`config.mk`:
```
export PLATFORM = sky130hd
export DESIGN_NAME = long_divider
export DESIGN_NICKNAME = d
export VERILOG_FILES = /design/src/rtl/long_divider.sv
export SDC_FILE = /design/constraint.sdc
export NUM_CORES = 1
export LEC_CHECK = 0
export ABC_AREA = 1
export ABC_CLOCK_PERIOD_IN_PS = 800
export CORE_MARGIN = 2
export CORE_UTILIZATION = 30
export DETAILED_ROUTE_END_ITERATION = 7
export PLACE_DENSITY = 0.51
export SLEW_MARGIN = 20
export SYNTH_ARGS = -nofsm -noshare
export SYNTH_HDL_FRONTEND = slang
export SYNTH_SLANG_ARGS = --single-unit
```
`constraint.sdc`:
```
create_clock -name clk -period 0.8 [get_ports clk]
set_input_delay 0.16 -clock clk [delete_from_list [all_inputs] [get_ports clk]]
set_output_delay 0.16 -clock clk [all_outputs]
set_load 0.005 [all_outputs]
```
`src/rtl/long_divider.sv`:
```
// long_divider: unsigned 2W-by-W restoring divider with divide-by-zero and overflow flags.
// Default build: one result register (latency 1). `define DIVIDER_PIPELINE_EN: one register per step (latency WIDTH+1).
module long_divider #(
   parameter int WIDTH = 5
) (
   input  logic               clk,
   input  logic               reset,
   input  logic [2*WIDTH-1:0] dividend,
   input  logic [WIDTH-1:0]   divisor,
   output logic [WIDTH-1:0]   quotient,
   output logic [WIDTH-1:0]   remainder,
   output logic               error_divide_by_zero,
   output logic               overflow
);

   // State carried between division steps. The low dividend half is kept intact and indexed
   // by step number, so it is still available as the divide-by-zero remainder at the end.
   typedef struct packed {
      logic             vld;
      logic             ovf;
      logic [WIDTH-1:0] rem;
      logic [WIDTH-1:0] quo;
      logic [WIDTH-1:0] lo;
      logic [WIDTH-1:0] div;
   } stage_t;

   // One restoring step. Whenever the incoming remainder is below the divisor, the new
   // remainder is below the divisor too, so WIDTH bits are enough to hold it.
   function automatic stage_t div_step(input stage_t s, input int step);
      stage_t           n;
      logic [WIDTH-1:0] bit_mask;
      logic             lo_bit;
      logic [WIDTH:0]   shifted;
      logic [WIDTH-1:0] diff;
      n        = s;
      bit_mask = {{(WIDTH-1){1'b0}}, 1'b1} << (WIDTH - 1 - step);
      lo_bit   = |(s.lo & bit_mask);
      shifted  = {s.rem, lo_bit};
      diff     = shifted[WIDTH-1:0] - s.div;
      if (shifted >= {1'b0, s.div}) begin
         n.rem = diff;
         n.quo = {s.quo[WIDTH-2:0], 1'b1};
      end else begin
         n.rem = shifted[WIDTH-1:0];
         n.quo = {s.quo[WIDTH-2:0], 1'b0};
      end
      return n;
   endfunction

   stage_t in_stage;
   stage_t fin_stage;

   always_comb begin
      in_stage     = '0;
      in_stage.vld = 1'b1;
      in_stage.ovf = (divisor != '0) && (dividend[2*WIDTH-1:WIDTH] >= divisor);
      in_stage.rem = dividend[2*WIDTH-1:WIDTH];
      in_stage.lo  = dividend[WIDTH-1:0];
      in_stage.div = divisor;
   end

`ifdef DIVIDER_PIPELINE_EN
   stage_t stg [WIDTH+1];

   assign stg[0] = in_stage;

   for (genvar gi = 0; gi < WIDTH; gi++) begin : g_step
      stage_t step_d;
      stage_t step_q;

      always_comb begin
         step_d = div_step(stg[gi], gi);
      end

      always_ff @(posedge clk or posedge reset) begin
         if (reset) begin
            step_q <= '0;
         end else begin
            step_q <= step_d;
         end
      end

      assign stg[gi+1] = step_q;
   end

   assign fin_stage = stg[WIDTH];
`else
   always_comb begin
      fin_stage = in_stage;
      for (int i = 0; i < WIDTH; i++) begin
         fin_stage = div_step(fin_stage, i);
      end
   end
`endif

   logic [WIDTH-1:0] quotient_d;
   logic [WIDTH-1:0] quotient_q;
   logic [WIDTH-1:0] remainder_d;
   logic [WIDTH-1:0] remainder_q;
   logic             dbz_d;
   logic             dbz_q;
   logic             ovf_d;
   logic             ovf_q;

   // An empty (reset) stage has vld=0 and all other fields zero, so it formats to all-zero outputs.
   always_comb begin
      quotient_d  = fin_stage.quo;
      remainder_d = fin_stage.rem;
      dbz_d       = fin_stage.vld && (fin_stage.div == '0);
      ovf_d       = fin_stage.ovf;
      if (dbz_d) begin
         quotient_d  = '1;
         remainder_d = fin_stage.lo;
         ovf_d       = 1'b0;
      end else if (ovf_d) begin
         quotient_d  = '1;
         remainder_d = '0;
      end
   end

   always_ff @(posedge clk or posedge reset) begin
      if (reset) begin
         quotient_q  <= '0;
         remainder_q <= '0;
         dbz_q       <= 1'b0;
         ovf_q       <= 1'b0;
      end else begin
         quotient_q  <= quotient_d;
         remainder_q <= remainder_d;
         dbz_q       <= dbz_d;
         ovf_q       <= ovf_d;
      end
   end

   assign quotient             = quotient_q;
   assign remainder            = remainder_q;
   assign error_divide_by_zero = dbz_q;
   assign overflow             = ovf_q;

endmodule

```
# After elaboration in Yosys (flattened, before gate mapping)

Index checks and enable logic that the tools add are counted.

Register bits: 12
Word-level logic and storage cells: 28
Input port bits: 17
Output and inout port bits: 12

Magnitude comparators: 6
Add/subtract/negate cells: 5
Reduce and logical (&&, ||, !) cells: 3
Muxes and demuxes: 10

Operators with widths:

| kind              | count |
|---|---|
| $mux 10           | 5 |
| $ge 6x5->1        | 5 |
| $sub 5x5->5       | 5 |
| $mux 5            | 4 |
| $ge 5x5->1        | 1 |
| $logic_not 5->1   | 1 |
| $reduce_bool 5->1 | 1 |
| $logic_and 1x1->1 | 1 |
| $mux 1            | 1 |

# Longest topological paths before layout

Gate-level depths: netlist of the first run.

Depth in word-level cells: 12
Gate-level depth with buffers: 48
Gate-level depth less buffers: 47

# Least setup slack after synthesis of the first run

Ideal clock, no wire load.

Path type: in2reg
Start point: in dividend[4]
End point: reg remainder_q[2] (netlist: remainder[2])
Data required time: 0.681 ns
Data arrival time: 6.632 ns
Path buffers: 1
Library setup time: 0.119 ns
Setup slack: -5.951 ns
Stages: 42
Cells stage by stage: inv_1 > ha_1 > inv_1 > fa_1 > inv_1 > nand2_1 > nand3_4 > nand3_2 > o21ai_0 > inv_1 > fa_1 > a21oi_1 > a21oi_1 > nand3_2 > buf_6 > nand2_1 > nand2_1 > ha_1 > [... 6 more ...] > o21ai_2 > inv_1 > fa_1 > o31ai_1 > nand2_1 > nand2_1 > inv_1 > nand3_2 > nand2_1 > nand2_1 > inv_1 > ha_1 > a21oi_1 > nor2_1 > nor3_1 > nand3_2 > a21oi_1 > nand2_1

Word-level cells in the longest chain between the ends: 12
Elaborated cells on any way between the ends: 17
Classes of those cells: add/sub (5); order compare (5); mux (7)

Ends and longest elaborated chain:

| item                                             | RTL line | source |
|---|---|---|
| start, declared                                  | 8        | `input logic [2*WIDTH-1:0] dividend,` |
| $sub 5x5->5 / $ge 6x5->1 (equally long branches) | 39, 40   |  |
| $mux 10 *                                        | 40       | `if (shifted >= {1'b0, s.div}) begin` |
| $sub 5x5->5 / $ge 6x5->1 (equally long branches) | 39, 40   |  |
| $mux 10 *                                        | 40       |  |
| $sub 5x5->5 / $ge 6x5->1 (equally long branches) | 39, 40   |  |
| $mux 10 *                                        | 40       |  |
| $ge 6x5->1 / $sub 5x5->5 (equally long branches) | 40, 39   |  |
| $mux 10 *                                        | 40       |  |
| $sub 5x5->5 / $ge 6x5->1 (equally long branches) | 39, 40   |  |
| $mux 10 *                                        | 40       |  |
| $mux 5 *                                         | 115      | `end else if (ovf_d) begin` |
| $mux 5 *                                         | 111      | `if (dbz_d) begin` |
| via remainder_d[2]                               | 98       | `logic [WIDTH-1:0] remainder_d;` |
| end signal, assigned                             | 129      | `remainder_q <= remainder_d;` |
| end, declared                                    | 99       | `logic [WIDTH-1:0] remainder_q;` |

The timed path passes the listed nets; every way through them passes the cells marked *.

# Worst setup path after layout of the first run

Same ends and word-level chain as after synthesis.

==> flow_metrics.env, run 1 <==
export IMPL_start_util_pct=30.71
export IMPL_p_per_area_nw_per_um2=4697
export IMPL_cp_slowest_stage_delay_ns=0.37
export IMPL_p_int_mw=10.19
export IMPL_worst_path_buf_inv=9
export IMPL_n_antenna_cell=0
export IMPL_synth_top_cell_by_area="ha_1"
export IMPL_arrival_ns=5.79
export IMPL_cts_buffer_depth=2
export IMPL_period_needed_ns=5.680
export IMPL_fp_dieH_microns=86.93
export IMPL_port_buffers=28
export IMPL_fin_util_pct=60.41
export IMPL_syn_to_final_growth_pct=96.73
export IMPL_cts_buffers=3
export IMPL_drv_slew=0
export IMPL_antenna_found_initial=0
export IMPL_design_core_area_sq_um=6719
export IMPL_whs_endpoint="remainder[4]$_DFF_PP0_"
export IMPL_vias=2464
export IMPL_failed_checks="setup timing"
export IMPL_final_cells=537
export IMPL_htreeDepth=1
export IMPL_cp_start_kind="primary input"
export IMPL_slew_headroom_pct=79.79
export IMPL_crit_path_max_fanout=7
export IMPL_setup_violations=24
export IMPL_clkTransAtPathRegs_ns=0.05
export IMPL_wl_mm=7.113
export IMPL_hold_slack_ns=0.1720
export IMPL_worst_ep_required_time_ns=0.91
export IMPL_pre_cts_slack_ns=-6.054
export IMPL_endpoint_kind="flop"
export IMPL_post_route_drc_count=0
export IMPL_yosysMostFrequentCell="nand2_1"
export IMPL_globalplace_congestion=0.8503
export IMPL_drtAntennaViolNets=0
export IMPL_synth_edf_count=0
export IMPL_design_area_sq_um=4059
export IMPL_drive_gt1_share_pct=61.49
export IMPL_netSwitchingPower_mw=8.873
export IMPL_tightestPinTransition_ns=0.3022
export IMPL_cpLargestDelayFamily="simple AND/OR/NAND/NOR gates"
export IMPL_p_sw_share_pct=46.54
export IMPL_use_met1_pct=24.86
export IMPL_yosysWarningCount=0
export IMPL_vdd_ir_drop_worst_v=0.002868
export IMPL_clkPwrFrac_pct=2.6
export IMPL_crit_slowest_cell="fa_2"
export IMPL_hold_class="primary input to flop"
export IMPL_max_freq_mhz=176.1
export IMPL_synth_area_sq_um=2063
export IMPL_grt_use_met2_pct=36.64
export IMPL_grtUsageTotal_pct=19.14
export IMPL_pwr_share_comb_pct=92.8
export IMPL_die_w_microns=86.93
export IMPL_grt_pass1_vias=2497
export IMPL_routed_via_density=4.588
export IMPL_synth_common_cells="nand2_1, inv_1, ha_1, nand3_1, a21oi_1"
export IMPL_grt_busiest_layer="met2"
export IMPL_cts_root_buffer="clkbuf_8"
export IMPL_syn_area_per_cell_sq_um=6.994
export IMPL_pin_count=29
export IMPL_synth_yosys_seq_area_share_pct=14.55
export IMPL_power_leakage_nw=1.992
export IMPL_dr_pass1_iters=4
export IMPL_outcome="complete, but fails checks"
export IMPL_synthArstFlopShare_pct=100.0
export IMPL_num_rows=30
export IMPL_overflow=0
export IMPL_dp_hpwl_mm=5.492
export IMPL_min_path_cells=3
export IMPL_worstSetupPathType="primary input to flop"
export IMPL_yosysUniqueCellTypes=32
export IMPL_dieArea_sq_um=7557
export IMPL_nNetsFinal=511
export IMPL_first_iter_violations=70
export IMPL_timing_final_crit_share_pct=710.0
export IMPL_dp_cells=502
export IMPL_cts_sink_count=12
export IMPL_finalHoldViolations=0
export IMPL_ys_seq_elements=12
export IMPL_cts_tree="built"
export IMPL_grt_max_degree=13
export IMPL_syn_num_nets=347
export IMPL_layout_setup_ws_ns=-4.880
export IMPL_yosysTopAreaCellShare_pct=18.19
export IMPL_hp_start="dividend[4]"
export IMPL_drv_cap=0
export IMPL_ys_flop_type="dfrtp_1"
export IMPL_grt_pass1_wl_mm=11.65
export IMPL_grt_util_met3_pct=0.3791
export IMPL_wire_per_inst_microns=13.25
export IMPL_synth_area_top_cells="ha_1, dfrtp_1, nand2_1, inv_1, nand3_1"
export IMPL_placed_cell_area_sq_um=3470
export IMPL_syn_inst=295
export IMPL_rsz0062_at_grt="yes"
export IMPL_power_frac_seq_pct=4.6
-- logic make-up (layout without fill, tap and decap cells) --
kind of cell    Yosys count  after routing  synth area share, %
xor+xnor                 13             13                5.519
simple gates            150            151                37.17
fa+ha+maj                35             35                23.04
compound gates           35             35                10.25
buf+inv                  50            211                9.460
flops                    12             12                14.55
-- what timing repair did --
item,CTS,global route
setup buffers,30,7
hold buffers,0,0
pin swaps,62,6
resized for setup,150,21
gates cloned,1,0
setup endpoints to repair,24,24
-- power by group through the flow --
stage,logic (mW),clock network (mW),registers (mW)
global route,19.1,0.538,0.884
CTS,17.0,0.515,0.877
floorplan,8.12,0,0.927
global placement,13.6,0,0.896
detailed placement,13.7,0,0.894
finish,17.7,0.503,0.873
-- through the flow --
| stage | power [mW] | TNS (ns) |
|---|---|---|
| 5_1_grt | 20.50 | -42.20 |
| 3_5_place_dp | 14.57 | -51.80 |
| 6_report | 19.06 | -39.34 |
| 3_3_place_gp | 14.49 | -50.79 |
| 2_1_floorplan | 9.046 | -38.76 |
| 4_1_cts | 18.40 | -38.57 |
-- final cells by class --
type	instances	area (sq um)
Clock buffer	3	41.29
Fill cell	563	2660
Inverter	49	216.5
Multi-Input combinational cell	234	2155
Sequential cell	12	300.3
Tap cell	80	100.1
Timing Repair Buffer	159	1246
-- metal layers --
metal / part of all wire, % / wire [microns] / up-vias
li1: - / - / 1295
met1: 46 / 3280 / 1138
met2: 52 / 3728 / 29
met3: 1.4 / 101 / 2
met4: 0.028 / 2 / 0
met5: 0 / 0 / -
-- layout by cell type, fill, tap and decap left out, types with 2 or more instances in the layout --
cell type and count:
nand3_2 6, ha_4 19, buf_4 118, inv_4 3, nand2_4 6, buf_2 13, nand3b_1 4, o21ai_2 2
xnor2_1 3, nor2_4 6, nand3_4 8, a21oi_2 5, ha_1 11, nand2_1 55, buf_6 12, o21ai_0 4
inv_2 17, clkbuf_8 3, buf_12 3, nor2_1 10, nand4_1 5, dfrtp_1 12, clkbuf_2 6, o21ai_4 6
nand2_2 25, nor3_1 2, a21oi_1 7, clkdlybuf4s50_1 5, a21oi_4 4, inv_1 24, clkinvlp_4 3, xor2_1 10
nor2_2 3, fa_2 5, nand3_1 19
-- sequential cells by signal, indices dropped and copies added, names as in the netlist --
| signal | cells |
|---|---|
| quotient | 5 |
| remainder | 5 |
| error_divide_by_zero | 1 |
| overflow | 1 |
-- worst max-delay path by stage --
stage / from / to / slack, ns / cells past startpoint
final: dividend[4] / remainder[2]$_DFF_PP0_ / -4.88 / 44
after global routing: dividend[4] / remainder[2]$_DFF_PP0_ / -5.21 / 44
after CTS: dividend[4] / remainder[2]$_DFF_PP0_ / -4.77 / 44
after detailed placement: dividend[4] / remainder[2]$_DFF_PP0_ / -6.05 / 42
after global placement: dividend[4] / remainder[2]$_DFF_PP0_ / -5.90 / 43
after floorplan: dividend[4] / remainder[2]$_DFF_PP0_ / -5.10 / 42
Power figures use the tool's default switching activity.
==> run 2, diff against run 1 <==
--- a/config.mk
+++ b/config.mk
@@ -11,6 +11,7 @@
 export CORE_UTILIZATION = 30
 export DETAILED_ROUTE_END_ITERATION = 7
 export PLACE_DENSITY = 0.51
+export RECOVER_POWER = 50
 export SLEW_MARGIN = 20
 export SYNTH_ARGS = -nofsm -noshare
 export SYNTH_HDL_FRONTEND = slang
==> run 2 against run 1 <==
Compared with the run above:
- the run still ends with setup timing left
- total power is essentially flat
- worst hold slack barely moved
- combinational power hardly changed
- die area unchanged
- clock-buffer cell count did not move
- non-clock buffer count is the same
- via count is the same
- clock power about the same
- wire length barely moved
- global-route usage unchanged
- design area decreased by 0.37%
- largest cell class unchanged
- largest power group unchanged
==> flow_metrics.env, run 2 (synthesis gave the netlist of run 1 again) <==
export IMPL_cts_buffer_depth=2
export IMPL_dp_cells=502
export IMPL_dieArea_sq_um=7557
export IMPL_crit_slowest_cell="fa_2"
export IMPL_tightestPinTransition_ns=0.3022
export IMPL_post_route_drc_count=0
export IMPL_port_buffers=28
export IMPL_pin_count=29
export IMPL_drtAntennaViolNets=0
export IMPL_drv_slew=0
export IMPL_final_common_cell="buf_4"
export IMPL_dr_pass1_iters=4
export IMPL_globalplace_congestion=0.8503
export IMPL_placed_cell_area_sq_um=3470
export IMPL_period_needed_ns=5.680
export IMPL_start_util_pct=30.71
export IMPL_syn_to_final_growth_pct=96.00
export IMPL_first_iter_violations=70
export IMPL_slew_headroom_pct=79.79
export IMPL_overflow=0
export IMPL_num_rows=30
export IMPL_finalHoldViolations=0
export IMPL_wire_per_inst_microns=13.24
export IMPL_vdd_ir_drop_worst_v=0.002868
export IMPL_max_freq_mhz=176.1
export IMPL_grt_pass1_wl_mm=11.65
export IMPL_layout_setup_ws_ns=-4.880
export IMPL_arrival_ns=5.79
export IMPL_cpLargestDelayFamily="simple AND/OR/NAND/NOR gates"
export IMPL_rsz0062_at_grt="yes"
export IMPL_cts_root_buffer="clkbuf_8"
export IMPL_setup_violations=24
export IMPL_cp_slowest_stage_delay_ns=0.37
export IMPL_antenna_found_initial=0
export IMPL_final_cells=537
export IMPL_design_area_sq_um=4044
export IMPL_hold_class="primary input to flop"
export IMPL_cp_start_kind="primary input"
export IMPL_vias=2464
export IMPL_worstSetupPathType="primary input to flop"
export IMPL_routed_via_density=4.588
export IMPL_grtUsageTotal_pct=19.14
export IMPL_fp_dieH_microns=86.93
export IMPL_htreeDepth=1
export IMPL_endpoint_kind="flop"
export IMPL_hold_buffers=0
export IMPL_clkTransAtPathRegs_ns=0.05
export IMPL_nNetsFinal=511
export IMPL_cts_tree="built"
export IMPL_worst_ep_required_time_ns=0.91
export IMPL_drive_gt1_share_pct=61.49
export IMPL_outcome="complete, but fails checks"
export IMPL_p_per_area_nw_per_um2=4712
export IMPL_failed_checks="setup timing"
export IMPL_die_w_microns=86.93
export IMPL_grt_max_degree=13
export IMPL_design_core_area_sq_um=6719
export IMPL_final_cell_mix="buf_4, nand2_1, nand2_2"
export IMPL_cts_buffers=3
export IMPL_worst_path_buf_inv=9
export IMPL_wl_mm=7.111
export IMPL_timing_final_crit_share_pct=710.0
export IMPL_crit_path_max_fanout=7
export IMPL_dp_hpwl_mm=5.492
export IMPL_drv_cap=0
export IMPL_grt_pass1_vias=2497
export IMPL_n_antenna_cell=0
export IMPL_power_leakage_nw=1.987
export IMPL_cts_sink_count=12
run 2: area by class of cell:
class / instances / area, sq um
inverter: 49 / 216.5
multi-input combinational: 234 / 2155
timing repair buffer: 159 / 1231
clock buffer: 3 / 41.29
tap: 80 / 100.1
fill: 565 / 2675
sequential: 12 / 300.3
run 2: metrics by stage:
step / util (%) / hold WS [ns] / worst slack (ns) / total power, mW / TNS (ns)
3_5_place_dp: 51.64 / 0.5087 / -6.054 / 14.57 / -51.80
4_1_cts: 59.61 / 0.1715 / -4.768 / 18.40 / -38.57
2_1_floorplan: - / 0.02470 / -5.098 / 9.046 / -38.76
6_report: 60.19 / 0.1720 / -4.880 / 19.05 / -39.34
5_1_grt: 60.19 / 0.1773 / -5.211 / 20.49 / -42.20
3_3_place_gp: 51.64 / 0.4821 / -5.896 / 14.49 / -50.79
run 2: timing repair:
action | in CTS | in global routing
setup endpoints to repair | 24 | 24
pin swaps | 62 | 6
gates resized for setup | 150 | 21
gates cloned | 1 | 0
setup buffers | 30 | 7
run 2: where the power goes:
| part | switching (mW) | internal, mW |
|---|---|---|
| combinational | 8.67 | 9.01 |
| sequential | 0.0304 | 0.843 |
| clock | 0.175 | 0.328 |
run 2: final timing paths:
check	start	to	slack, ns	cells after the start
max in group asynchronous	reset	remainder[4]$_DFF_PP0_	0.17	3
min in group asynchronous	reset	quotient[3]$_DFF_PP0_	0.41	3
setup / recovery	dividend[4]	remainder[2]$_DFF_PP0_	-4.88	44
hold / removal	dividend[4]	remainder[4]$_DFF_PP0_	0.17	3
run 2: routing by layer:
| metal | share of wire (%) | GRT usage, % |
|---|---|---|
| met1 | 46 | 24.86 |
| met2 | 52 | 36.64 |
| met3 | 1.5 | 0.3791 |
| met4 | 0.028 | 1.278 |
| met5 | 0 | 0 |
run 2: worst min-delay path, cell delays in order:
cell and delay (ns):
buf_12 0.09, nand2_1 0.05, nand2_1 0.06
==> run 3, diff against run 2 <==
--- a/config.mk
+++ b/config.mk
@@ -9,6 +9,7 @@
 export ABC_CLOCK_PERIOD_IN_PS = 800
 export CORE_MARGIN = 2
 export CORE_UTILIZATION = 30
+export CTS_CLUSTER_SIZE = 8
 export DETAILED_ROUTE_END_ITERATION = 7
 export PLACE_DENSITY = 0.51
 export RECOVER_POWER = 50
==> results of run 3 <==
No change in the layout: final DEF, timing and power equal those of run 2.
==> edit: new RTL, settings of run 3 <==
Set the parameter `WIDTH` to 6 (it was 5).
--- a/src/rtl/long_divider.sv
+++ b/src/rtl/long_divider.sv
@@ -1,7 +1,7 @@
 // long_divider: unsigned 2W-by-W restoring divider with divide-by-zero and overflow flags.
 // Default build: one result register (latency 1). `define DIVIDER_PIPELINE_EN: one register per step (latency WIDTH+1).
 module long_divider #(
-   parameter int WIDTH = 5
+   parameter int WIDTH = 6
 ) (
    input  logic               clk,
    input  logic               reset,
Interface: changed (resized dividend, divisor, quotient and remainder); port bits go from 29 to 34. The function was not compared with the original's and may differ.
==> edit against run 3 <==
Routed wire length grew 65%; final area grew 46%; worst setup slack lost 2.1 ns; area after synthesis grew 31%; critical path type unchanged; count of clock-buffer cells in the layout is the same; sequential cell count grew 2; the flow still finishes with violations (setup timing).
Power is left out: the tool's default activity adds up to more than one toggle a clock period on the data nets, which glitch-free logic cannot reach.
==> edit: results (changes against run 3) <==
routing:
  wirelength_mm: 11.70  # +65%
  drt_iter0_markers: 151  # +120%
  firstDrtPassIters: 4  # unchanged
  drt-vias-per-instance: 4.808  # +4.8%
cts:
  cts.reportedPaths.clkPinSlew_ns: 0.06
  tritoncts.num_buffers: 3  # unchanged
  clock-root-buffer: "clkbuf_8"
  cts.path.max_buffers: 2  # unchanged
  htree_num_levels: 1  # unchanged
place:
  preCtsSetupSlack_ns: -7.907  # -1.853 ns
  number_of_instances_in_the_placed_design: 668  # +33%
  placed_cell_area_mm2: 0.004328  # +25%
  globalplace.congestion: 0.8496  # about the same
  placed_wire_length_estimate_after_detailed_placement_mm: 7.181  # +31%
  io_buffer_count: 33  # +18%
global_routing:
  number_of_antenna_violations_at_the_first_check_in_global_routing: 0  # unchanged
  grt.total_usage_pct: 21.34  # +2.2 points
  largest_net_degree_at_the_start_of_global_routing: 15  # +2
  first_pass_grt_wire_length_mm: 16.82  # +44%
  grt_pass1_vias: 3670  # +47%
worst_setup_path:
  worstPathMaxFanout: 6  # -1
  critPathLaunch: "dividend[5]"
  end_of_the_critical_path: "remainder[3]"
  cp_data_arrival_time_ns: 7.92  # +2.13 ns
  cpPeakStageDelay_ns: 0.35  # -0.02 ns
  cp_slowest_cell: "fa_2"
timing:
  finalWorstSetupSlack_ns: -6.991  # -2.111 ns
  worst-slew-pin-transition_ns: 0.3611  # +0.05892 ns
  finalSetupViolations: 27  # +13%
final_layout:
  insertedDiodeCount: 0  # unchanged
  stdcell_count: 782  # +46%
  post_route_cells_drive_above_1_share_pct: 65.43  # +3.9 points
  multi_input_comb_area_mm2: 0.002848  # +32%
  layout.nets: 744  # +46%
  n_fill_cell: 618  # +9.4%
synthesis:
  yosys.cell_types.count: 36  # +13%
  synth-seq-area-share_pct: 12.99  # -1.6 points
  most_frequent_cells_after_synthesis: "nand2_1 (106), inv_1 (66), ha_1 (42)"
  post_synth_main_area_contributors: "ha_1 (19%), nand2_1 (15%), dfrtp_1 (13%)"
  count_leader_synth: "nand2_1"
  ys_dominant_reg_cell: "dfrtp_1"
  ys_async_sr_fraction_pct: 100.0  # unchanged
  ys.warnings.count: 0  # unchanged
  synthesis.area_per_instance_um2: 6.809  # -2.6%
  syn-num-nets: 464  # +34%
run_status:
  status: "finished, violations left"
  violations: "setup timing"
hold_path:
  hold_path_class: "input pin to flop"
edit: cell types whose count changed after synthesis, moves of 6 or more:
cell	before	now
xnor2_1	3	10
nand3_1	24	36
nand2_2	7	0
a21oi_1	15	21
inv_1	45	66
ha_1	30	42
nand2_1	77	106
edit: routing by layer:
layer	vias to the layer above	track usage, %	routed length, um
li1	1868	-	-
met5	-	0	0
met2	79	40.02	6200
met3	22	1.844	382
met1	1791	25.92	4803
met4	0	5.690	311
edit: timing repair:
| item | in CTS | in global routing |
|---|---|---|
| endpoints found under the setup margin | 28 | 28 |
| cloned | 1 | 0 |
| pin swaps | 66 | 78 |
| resized for setup | 212 | 95 |
| setup buffers | 77 | 36 |
edit: worst max-delay path, delay by kind of cell:
kind                       cells  cell delay (ns)
AOI/OAI and AO/OA             14             1.91
xor gates and xnor gates       1             0.17
adders and majority gates      5             1.10
buffers and inverters         26             2.81
and+or+nand+nor               20             1.75
edit: metrics by stage:
step | TNS, ns | hold slack (ns)
2_1_floorplan | -65.55 | 0.04922
3_3_place_gp | -79.77 | 0.4851
3_5_place_dp | -79.88 | 0.4835
4_1_cts | -64.19 | 0.2281
5_1_grt | -72.89 | 0.3294
6_report | -68.34 | 0.3114
edit: area by class of cell:
| class | count | share of cell area [%] |
|---|---|---|
| tap | 108 | 2.290 |
| multi-input combinational | 312 | 48.26 |
| inverter | 68 | 4.644 |
| clock buffer | 3 | 0.6997 |
| sequential | 14 | 5.937 |
| timing repair buffer | 277 | 38.17 |
edit: worst min path at each step:
| stage | slack, ns | cells past startpoint | from | to |
|---|---|---|---|---|
| floorplan | 0.05 | 1 | reset | error_divide_by_zero |
| global placement | 0.49 | 3 | reset | quotient[0] |
| detailed placement | 0.48 | 3 | reset | quotient[0] |
| CTS | 0.23 | 3 | reset | quotient[0] |
| global route | 0.33 | 4 | dividend[5] | remainder[5] |
| finish | 0.31 | 4 | dividend[5] | remainder[5] |
edit: kinds of logic after synthesis:
family	share of synthesized area (%)
buffers and inverters	10.35
adders and majority gates	23.94
and+or+nand+nor	34.25
xor gates and xnor gates	7.146
DFF	12.99
AOI/OAI and AO/OA	11.32
